`config.mk`:
```
export PLATFORM = sky130hd
export DESIGN_NAME = mul_share_arbiter
export DESIGN_NICKNAME = d
export VERILOG_FILES = /design/src/rtl/mul_share_arbiter.sv
export SDC_FILE = /design/constraint.sdc
export NUM_CORES = 1
export LEC_CHECK = 0
export CAP_MARGIN = 40
export CORE_UTILIZATION = 44
export DETAILED_ROUTE_END_ITERATION = 16
export PLACE_DENSITY = 0.79
export SKIP_CTS_REPAIR_TIMING = 1
export SYNTH_ARGS = -nofsm -noshare
export SYNTH_HDL_FRONTEND = slang
export SYNTH_SLANG_ARGS = --single-unit
```
`constraint.sdc`:
```
create_clock -name clk -period 2.9 [get_ports clk]
set_input_delay 0.435 -clock clk [delete_from_list [all_inputs] [get_ports clk]]
set_output_delay 0.435 -clock clk [all_outputs]
set_load 0.005 [all_outputs]
```
`src/rtl/mul_share_arbiter.sv`:
```
// Round-robin front end that shares one combinational half-width FP multiplier
// among NUM_REQ requesters: accept, hold operands for a settle time, return tagged result.
module mul_share_arbiter #(
    parameter int NUM_REQ       = 4,
    parameter int ID_W          = 2,
    parameter int SETTLE_CYCLES = 2,
    parameter int ZERO_BYPASS   = 1
) (
    input  logic                  clk,
    input  logic                  rst,
    input  logic [NUM_REQ-1:0]    req_valid,
    output logic [NUM_REQ-1:0]    req_ready,
    input  logic [16*NUM_REQ-1:0] req_a,
    input  logic [16*NUM_REQ-1:0] req_b,
    output logic [15:0]           mul_a,
    output logic [15:0]           mul_b,
    input  logic [15:0]           mul_sum,
    output logic                  rsp_valid,
    input  logic                  rsp_ready,
    output logic [ID_W-1:0]       rsp_id,
    output logic [15:0]           rsp_sum,
    output logic                  busy
);

    typedef enum logic [1:0] {IDLE, SETTLE, RESP} state_t;

    localparam logic [ID_W-1:0] LAST_ID  = ID_W'(NUM_REQ - 1);
    localparam logic [3:0]      CNT_INIT = 4'(SETTLE_CYCLES - 1);

    state_t          state_q, state_d;
    logic [ID_W-1:0] rr_ptr_q, rr_ptr_d;
    logic [ID_W-1:0] id_q, id_d;
    logic [3:0]      cnt_q, cnt_d;
    logic [15:0]     mul_a_q, mul_a_d;
    logic [15:0]     mul_b_q, mul_b_d;
    logic [15:0]     rsp_sum_q, rsp_sum_d;
    logic            rsp_valid_q, rsp_valid_d;

    logic [15:0]     a_arr [NUM_REQ];
    logic [15:0]     b_arr [NUM_REQ];
    logic            grant_found;
    logic [ID_W-1:0] grant_idx;
    logic [15:0]     grant_a, grant_b;
    logic            grant_zero;

    for (genvar g = 0; g < NUM_REQ; g++) begin : g_unpack
        assign a_arr[g] = req_a[16*g +: 16];
        assign b_arr[g] = req_b[16*g +: 16];
    end

    // First valid requester at or after rr_ptr, wrapping modulo NUM_REQ.
    always_comb begin
        int              cand;
        logic [ID_W-1:0] cand_id;
        // NOTE: every combinational output gets a default first so no latch is inferred.
        grant_found = 1'b0;
        grant_idx   = '0;
        grant_a     = '0;
        grant_b     = '0;
        cand        = 0;
        cand_id     = '0;
        for (int i = 0; i < NUM_REQ; i++) begin
            cand = int'(rr_ptr_q) + i;
            if (cand >= NUM_REQ) cand = cand - NUM_REQ;
            cand_id = ID_W'(cand);
            if (!grant_found && req_valid[cand_id]) begin
                grant_found = 1'b1;
                grant_idx   = cand_id;
                grant_a     = a_arr[cand_id];
                grant_b     = b_arr[cand_id];
            end
        end
        grant_zero = (ZERO_BYPASS != 0) && ((grant_a == 16'h0000) || (grant_b == 16'h0000));
    end

    always_comb begin
        req_ready = '0;
        if ((state_q == IDLE) && grant_found && !rst) req_ready[grant_idx] = 1'b1;
    end

    always_comb begin
        state_d     = state_q;
        rr_ptr_d    = rr_ptr_q;
        id_d        = id_q;
        cnt_d       = cnt_q;
        mul_a_d     = mul_a_q;
        mul_b_d     = mul_b_q;
        rsp_sum_d   = rsp_sum_q;
        rsp_valid_d = rsp_valid_q;
        case (state_q)
            IDLE: begin
                if (grant_found) begin
                    mul_a_d = grant_a;
                    mul_b_d = grant_b;
                    id_d    = grant_idx;
                    if (grant_zero) begin
                        rsp_sum_d   = 16'h0000;
                        rsp_valid_d = 1'b1;
                        state_d     = RESP;
                    end else begin
                        cnt_d   = CNT_INIT;
                        state_d = SETTLE;
                    end
                end
            end
            SETTLE: begin
                if (cnt_q == '0) begin
                    rsp_sum_d   = mul_sum;
                    rsp_valid_d = 1'b1;
                    state_d     = RESP;
                end else begin
                    cnt_d = cnt_q - 1'b1;
                end
            end
            RESP: begin
                // Pointer moves past the owner only once the result has been taken.
                if (rsp_ready) begin
                    rsp_valid_d = 1'b0;
                    rr_ptr_d    = (id_q == LAST_ID) ? '0 : id_q + 1'b1;
                    state_d     = IDLE;
                end
            end
            default: state_d = IDLE;
        endcase
    end

    // NOTE: sequential state uses non-blocking assignments so every flop samples pre-edge values.
    always_ff @(posedge clk or posedge rst) begin
        if (rst) begin
            state_q     <= IDLE;
            rr_ptr_q    <= '0;
            id_q        <= '0;
            cnt_q       <= '0;
            mul_a_q     <= '0;
            mul_b_q     <= '0;
            rsp_sum_q   <= '0;
            rsp_valid_q <= 1'b0;
        end else begin
            state_q     <= state_d;
            rr_ptr_q    <= rr_ptr_d;
            id_q        <= id_d;
            cnt_q       <= cnt_d;
            mul_a_q     <= mul_a_d;
            mul_b_q     <= mul_b_d;
            rsp_sum_q   <= rsp_sum_d;
            rsp_valid_q <= rsp_valid_d;
        end
    end

    assign mul_a     = mul_a_q;
    assign mul_b     = mul_b_q;
    assign rsp_sum   = rsp_sum_q;
    assign rsp_valid = rsp_valid_q;
    assign rsp_id    = id_q;
    assign busy      = (state_q != IDLE);

endmodule
```
==> Word level (Yosys, flattened, before mapping) <==
Cells that the tools add are included.
{ "totals": {"n_memories": 0, "mem_bits_ro": 0, "register_bits": 59, "inputBits": 151, "output_inout_bits": 56, "latch_bits": 0, "word_cells": 142, "ramBits": 0} }
{ "op_classes": {"reduce_logical": 24, "n_div": 0, "bitwise": 4, "n_mul": 0, "eq_ne": 9, "shifts": 0, "addsub": 9, "n_mux": 74, "magnitude_cmp": 14} }
{ "op_table": {"columns": ["cell", "n"], "rows": [
  ["16-bit two-way mux", 27],
  ["16-bit binary-select mux with 2-bit select", 8],
  ["16-bit zero test", 2],
  ["16-bit case mux with 2 select lines", 1],
  ["2-bit two-way mux", 13],
  ["3-bit greater-or-equal comparator (second input constant)", 7],
  ["4-bit two-way mux", 4],
  ["2-bit by 3-bit less-than comparator with 1-bit output (second input constant)", 5],
  ["1-bit two-way mux", 13],
  ["2-bit != test (second input constant)", 6],
  ["2-bit NOT with 3-bit output", 4],
  ["1-bit binary-select mux with 2-bit select", 4],
  ["4-bit case mux with 2 select lines", 1],
  ["4-bit AND reduction", 2],
  ["2-bit by 1-bit subtractor with 2-bit output (second input constant)", 4],
  ["2-bit by 2-bit adder with 3-bit output (second input constant)", 2],
  ["1-bit logical AND", 6],
  ["2-bit case mux with 3 select lines", 1],
  ["5-bit AND reduction", 1],
  ["2-bit == test (second input constant)", 2],
  ["1-bit zero test", 4],
  ["4-bit zero test", 1],
  ["2-bit AND reduction", 2],
  ["2-bit nonzero test", 2],
  ["other kinds (12)", 12]
]} }

==> Depth between registers and ports, before layout <==
Gate-level depths: netlist of run 1.
{ "depth": {"depth_word": 19, "depth_mapped": 15, "depth_no_buf": 9} }

==> Worst setup path before layout of run 1 <==
Ideal clock, no wire load.
{ "synth_path": {"kind": "input port to flip-flop", "from": "input port req_valid[0]", "to": "register rsp_sum_q[10], in the netlist rsp_sum[10]", "n_path_buf": 3, "t_arrival_ps": 2852, "t_required_ps": 2775, "setup_slack_ps": -77, "setup_time_ps": 125, "path_stages": 12, "path_cell_list": "buf_2 and3b_4 o21a_1 buf_2 a221oi_1 a31oi_1 a2111oi_2 o2111ai_1 or4b_4 o21ai_4 buf_12 o21ai_2"} }
{ "synth_between": {"elab_chain_len": 16, "word_cells_on_any_way": 32, "classes_between": "2 x eq/ne; 20 x mux; 10 x reduce/logical"} }
{ "synth_lines": {"columns": ["element", "line_no", "rtl"], "rows": [
  ["from (decl)", "11", "input logic [NUM_REQ-1:0] req_valid,"],
  ["1-bit binary-select mux with 2-bit select", "66", "if (!grant_found && req_valid[cand_id]) begin"],
  ["1-bit two-way mux (not written as such)", "66", null],
  ["1-bit two-way mux", "66", null],
  ["1-bit zero test", "66", null],
  ["1-bit logical AND", "66", null],
  ["1-bit two-way mux", "66", null],
  ["1-bit zero test", "66", null],
  ["1-bit logical AND", "66", null],
  ["1-bit two-way mux", "66", null],
  ["1-bit zero test", "66", null],
  ["1-bit logical AND", "66", null],
  ["16-bit two-way mux", "66", null],
  ["16-bit zero test", "73", "grant_zero = (ZERO_BYPASS != 0) && ((grant_a == 16'h0000) || (grant_b == 16'h0000));"],
  ["1-bit logical OR", "73", null],
  ["2-bit != test (no line)", null, null],
  ["4-bit AND reduction (no line) *", null, null],
  ["to (signal assigned)", "145", "rsp_sum_q <= rsp_sum_d;"],
  ["to (decl)", "36", "logic [15:0] rsp_sum_q, rsp_sum_d;"]
]} }
Mark *: on every way between the ends. The rest lies on a longest branch, timed or not. The select of a mux whose other input is x is not followed.
A chain may end at the register's enable or synchronous reset.

==> Worst setup path in the final report of run 1 <==
{ "layout_path": {"from": "register rr_ptr_q[0]", "to": "register cnt_q[2]"} }
{ "layout_between": {"elab_chain_len": 18, "word_cells_on_any_way": 75, "classes_between": "7 x add/sub; 4 x order compare; 2 x eq/ne; 48 x mux; 4 x bitwise; 10 x reduce/logical"} }
{ "layout_lines": {"columns": ["element", "line_no", "rtl"], "rows": [
  ["from (decl)", "31", "logic [ID_W-1:0] rr_ptr_q, rr_ptr_d;"],
  ["from (signal assigned)", "140", "rr_ptr_q <= rr_ptr_d;"],
  ["branches (longest 17 deep; another with 2-bit by 1-bit adder with 3-bit output)", null, null],
  ["4-bit AND reduction (no line) *", null, null],
  ["to (signal assigned)", "142", "cnt_q <= cnt_d;"],
  ["to (decl)", "33", "logic [3:0] cnt_q, cnt_d;"]
]} }
Mark *: on every way between the ends. The select of a mux whose other input is x is not followed.

==> summary.md, run 1 <==
| Metric | Value |
|---|---|
| Die Area | 0.0155 mm² |
| Syn nets | 890 |
| Max_cap viols | 0 |
| Initial drt markers | 758 |
| Startpoint types | flip-flop |
| Sink Count | 59 |
| Number of synthesized flops with an enable pin | 0 |
| Ant diodes | 0 |
| First-pass GRT wire length | 38.4 mm |
| Worst Path Arrival | 3.60 ns |
| Status | finished, violations left |
| Antenna Nets Post-Route | 0 |
| RSZ-0062 raised after global routing | yes |
| Mapped cell area | 0.00660 mm² |
| Hold Fails Final Rpt | 0 |
| Syn_area_per_cell | 8.95 µm² |
| Max Slew Vio Count | 0 |
| Max Clock Skew | 0.00395 ns |
| Asr flop ratio synth | 100% |
| CTS clk-pin slew, worst paths | 0.05 ns |
| Final Setup Violations | 23 |
| Grt ovf | 0 |
| Fin crit period | 3.37 ns |
| Fillcell total | 994 |
| Lkg Pwr | 4.60 nW |
| Final cell count without fillers | 1,312 |
| Slew margin rel. | 35.1% |
| DRC | 0 |
| Row cnt | 44 |
| Routed wire per std cell | 20.5 µm |
| Die Wd | 124 µm |
| Placed Cells | 1,264 |
| CTS H-tree depth | 3 |
| Pre-antenna DRT Iters | 6 |
| Most frequent cells in the layout | buf_4, clkdlybuf4s50_1, mux2i_1 |
| Post-synthesis sequential area ratio | 22.4% |
| Via density | 6.24 |
| CTS Buf Count | 9 |
| Most common cell after layout, fill and taps aside | buf_4 |
| Initial antenna violation count | 0 |
| Final HPWL DP | 19.3 mm |
| Most common flop cell mapped by yosys | dfrtp_1 |
| Power per cell area | 935 mW/mm² |
| Max FO, Critical Path | 7 |
| Layout cells sized above 1 | 33.7% |
| TritonCTS clock tree | built |
| Gate count after technology mapping | 737 |
| CORE AREA | 0.0146 mm² |
| Setup CP Type | flip-flop to flip-flop |
| Clk_lat worst skew | 0.33 ns |
| Die Y | 124 µm |
| Vias in the first global route | 7,644 |
| Final period utilization | 116% |
| Total I/O pin count | 207 |
| Tightest Hold Check Type | flip-flop to flip-flop |
| Endpoint class of the critical path | flip-flop |
| Final Net Count | 1,276 |
| R2r setup slk | -0.47 ns |
| GRT Overall Usage | 30.6% |
| Area Growth Syn to Fin | 69.0% |
| Post-synthesis cell type count | 70 |
| Via count | 8,189 |
| Smallest hold slack | 0.477 ns |
| Setup TNS | -8.96 ns |
| Tightest Pin Transition | 0.966 ns |
| WP data required | 3.14 ns |
| Maximum vdd drop | 0.000497 V |
| IO Port Bufs | 206 |
| FMAX | 0.297 GHz |
| Violated checks | setup timing |
| Total Power | 10.4 mW |
| Clock Path Buffers | 2 |
| Largest net degree at the start of global routing | 60 |
| CTS Root Cell | clkbuf_16 |
| Yosys warning count | 0 |
| DRT Wirelength | 26.8 mm |
| #FFs+latches synth | 59 |
| GPL Wtd Cong | 0.981 |
| Final worst setup slack | -0.468 ns |
| Initial Utilization | 45.2% |
==> registers in the layout, indices dropped and copies added, names as in the netlist <==
signal and cells:
mul_a 16, rr_ptr_q 2, cnt_q 4, rsp_id 2, rsp_sum 16, rsp_valid 1
state_q 2, mul_b 16
==> layer usage <==
layer | part of all wire (%) | global-route usage, % | up-vias
li1 | - | - | 3689
met1 | 40 | 38.7 | 3861
met2 | 47 | 50.0 | 514
met3 | 7.8 | 5.28 | 125
met4 | 5.0 | 15.5 | 0
met5 | 0 | 0 | -
==> Yosys cell counts (16+ instances only) <==
cell type,number,area [µm²]
mux2_2,26,293
buf_2,26,130
o221ai_1,22,193
mux2i_1,105,1050
o21ai_0,49,245
nor2_1,18,67.6
a22oi_1,43,323
nand2_1,100,375
nor3_1,16,80.1
dfrtp_1,59,1480
mux4_2,25,563
a21oi_1,20,100
clkbuf_1,22,82.6
==> cell families (layout without fill, tap and decap cells) <==
| kind of cell | after synthesis | in the layout | share of synthesized area, % |
|---|---|---|---|
| xor gates and xnor gates | 1 | 1 | 0.133 |
| and+or+nand+nor | 195 | 195 | 14.1 |
| buffers and inverters | 78 | 469 | 6.66 |
| muxes | 157 | 157 | 29.1 |
| adders and majority gates | 2 | 2 | 0.379 |
| AOI/OAI and AO/OA | 245 | 245 | 27.2 |
| DFF | 59 | 59 | 22.4 |
==> final cells by class <==
type                    instances  area (µm²)  area share [%]
multi-input cells             600        4970            44.6
repair buffers                443        4120            36.9
flip-flops and latches         59        1480            13.3
clock buffers                  11         233            2.09
well taps                     184         230            2.06
clock inverters                 5        77.6           0.696
inverters                      10        37.5           0.337
==> worst max-delay path, stage by stage (launching register included) <==
cell and delay [ns]:
dfrtp_4 0.43, buf_12 0.14, mux4_2 0.62, buf_12 0.20, nand2_1 0.09, o221ai_1 0.18
nor4_2 0.35, o211ai_1 0.16, nor4_1 0.27, nand4_1 0.25, buf_4 0.22, o21a_4 0.14
o311ai_4 0.21
==> final timing paths <==
kind | from | to | cells past startpoint
max in group asynchronous | rst | rr_ptr_q[1] | 3
hold / removal | mul_b[11] | mul_b[11] | 2
min in group asynchronous | rst | rr_ptr_q[0] | 2
hold reg to reg | mul_b[11] | mul_b[11] | 2
setup reg to reg | rr_ptr_q[0] | cnt_q[2] | 12
setup / recovery | rr_ptr_q[0] | cnt_q[2] | 12
==> metrics by stage <==
stage	utilization, %	cell area, µm²	setup slack, ns
4_1_cts	71.7	10500	-0.512
6_report	76.4	11100	-0.468
3_5_place_dp	69.6	10100	-0.815
3_3_place_gp	69.6	10100	-0.686
2_1_floorplan	-	6620	-0.00611
5_1_grt	76.4	11100	-0.575
==> power by group <==
group | internal, mW | total [mW] | switching (mW)
Combinational | 4.07 | 7.71 | 3.64
Clock | 0.749 | 1.13 | 0.382
Sequential | 1.24 | 1.59 | 0.343
Total | 6.06 | 10.4 | 4.36
No activity file was read; power rests on OpenSTA's default activity.
==> run 2: changes to the inputs <==
--- a/config.mk
+++ b/config.mk
@@ -5,6 +5,7 @@
 export SDC_FILE = /design/constraint.sdc
 export NUM_CORES = 1
 export LEC_CHECK = 0
+export ABC_AREA = 0
 export CAP_MARGIN = 40
 export CORE_UTILIZATION = 44
 export DETAILED_ROUTE_END_ITERATION = 16
==> results of run 2 <==
Same layout as run 1: the final DEF is identical, and so are final timing and power.
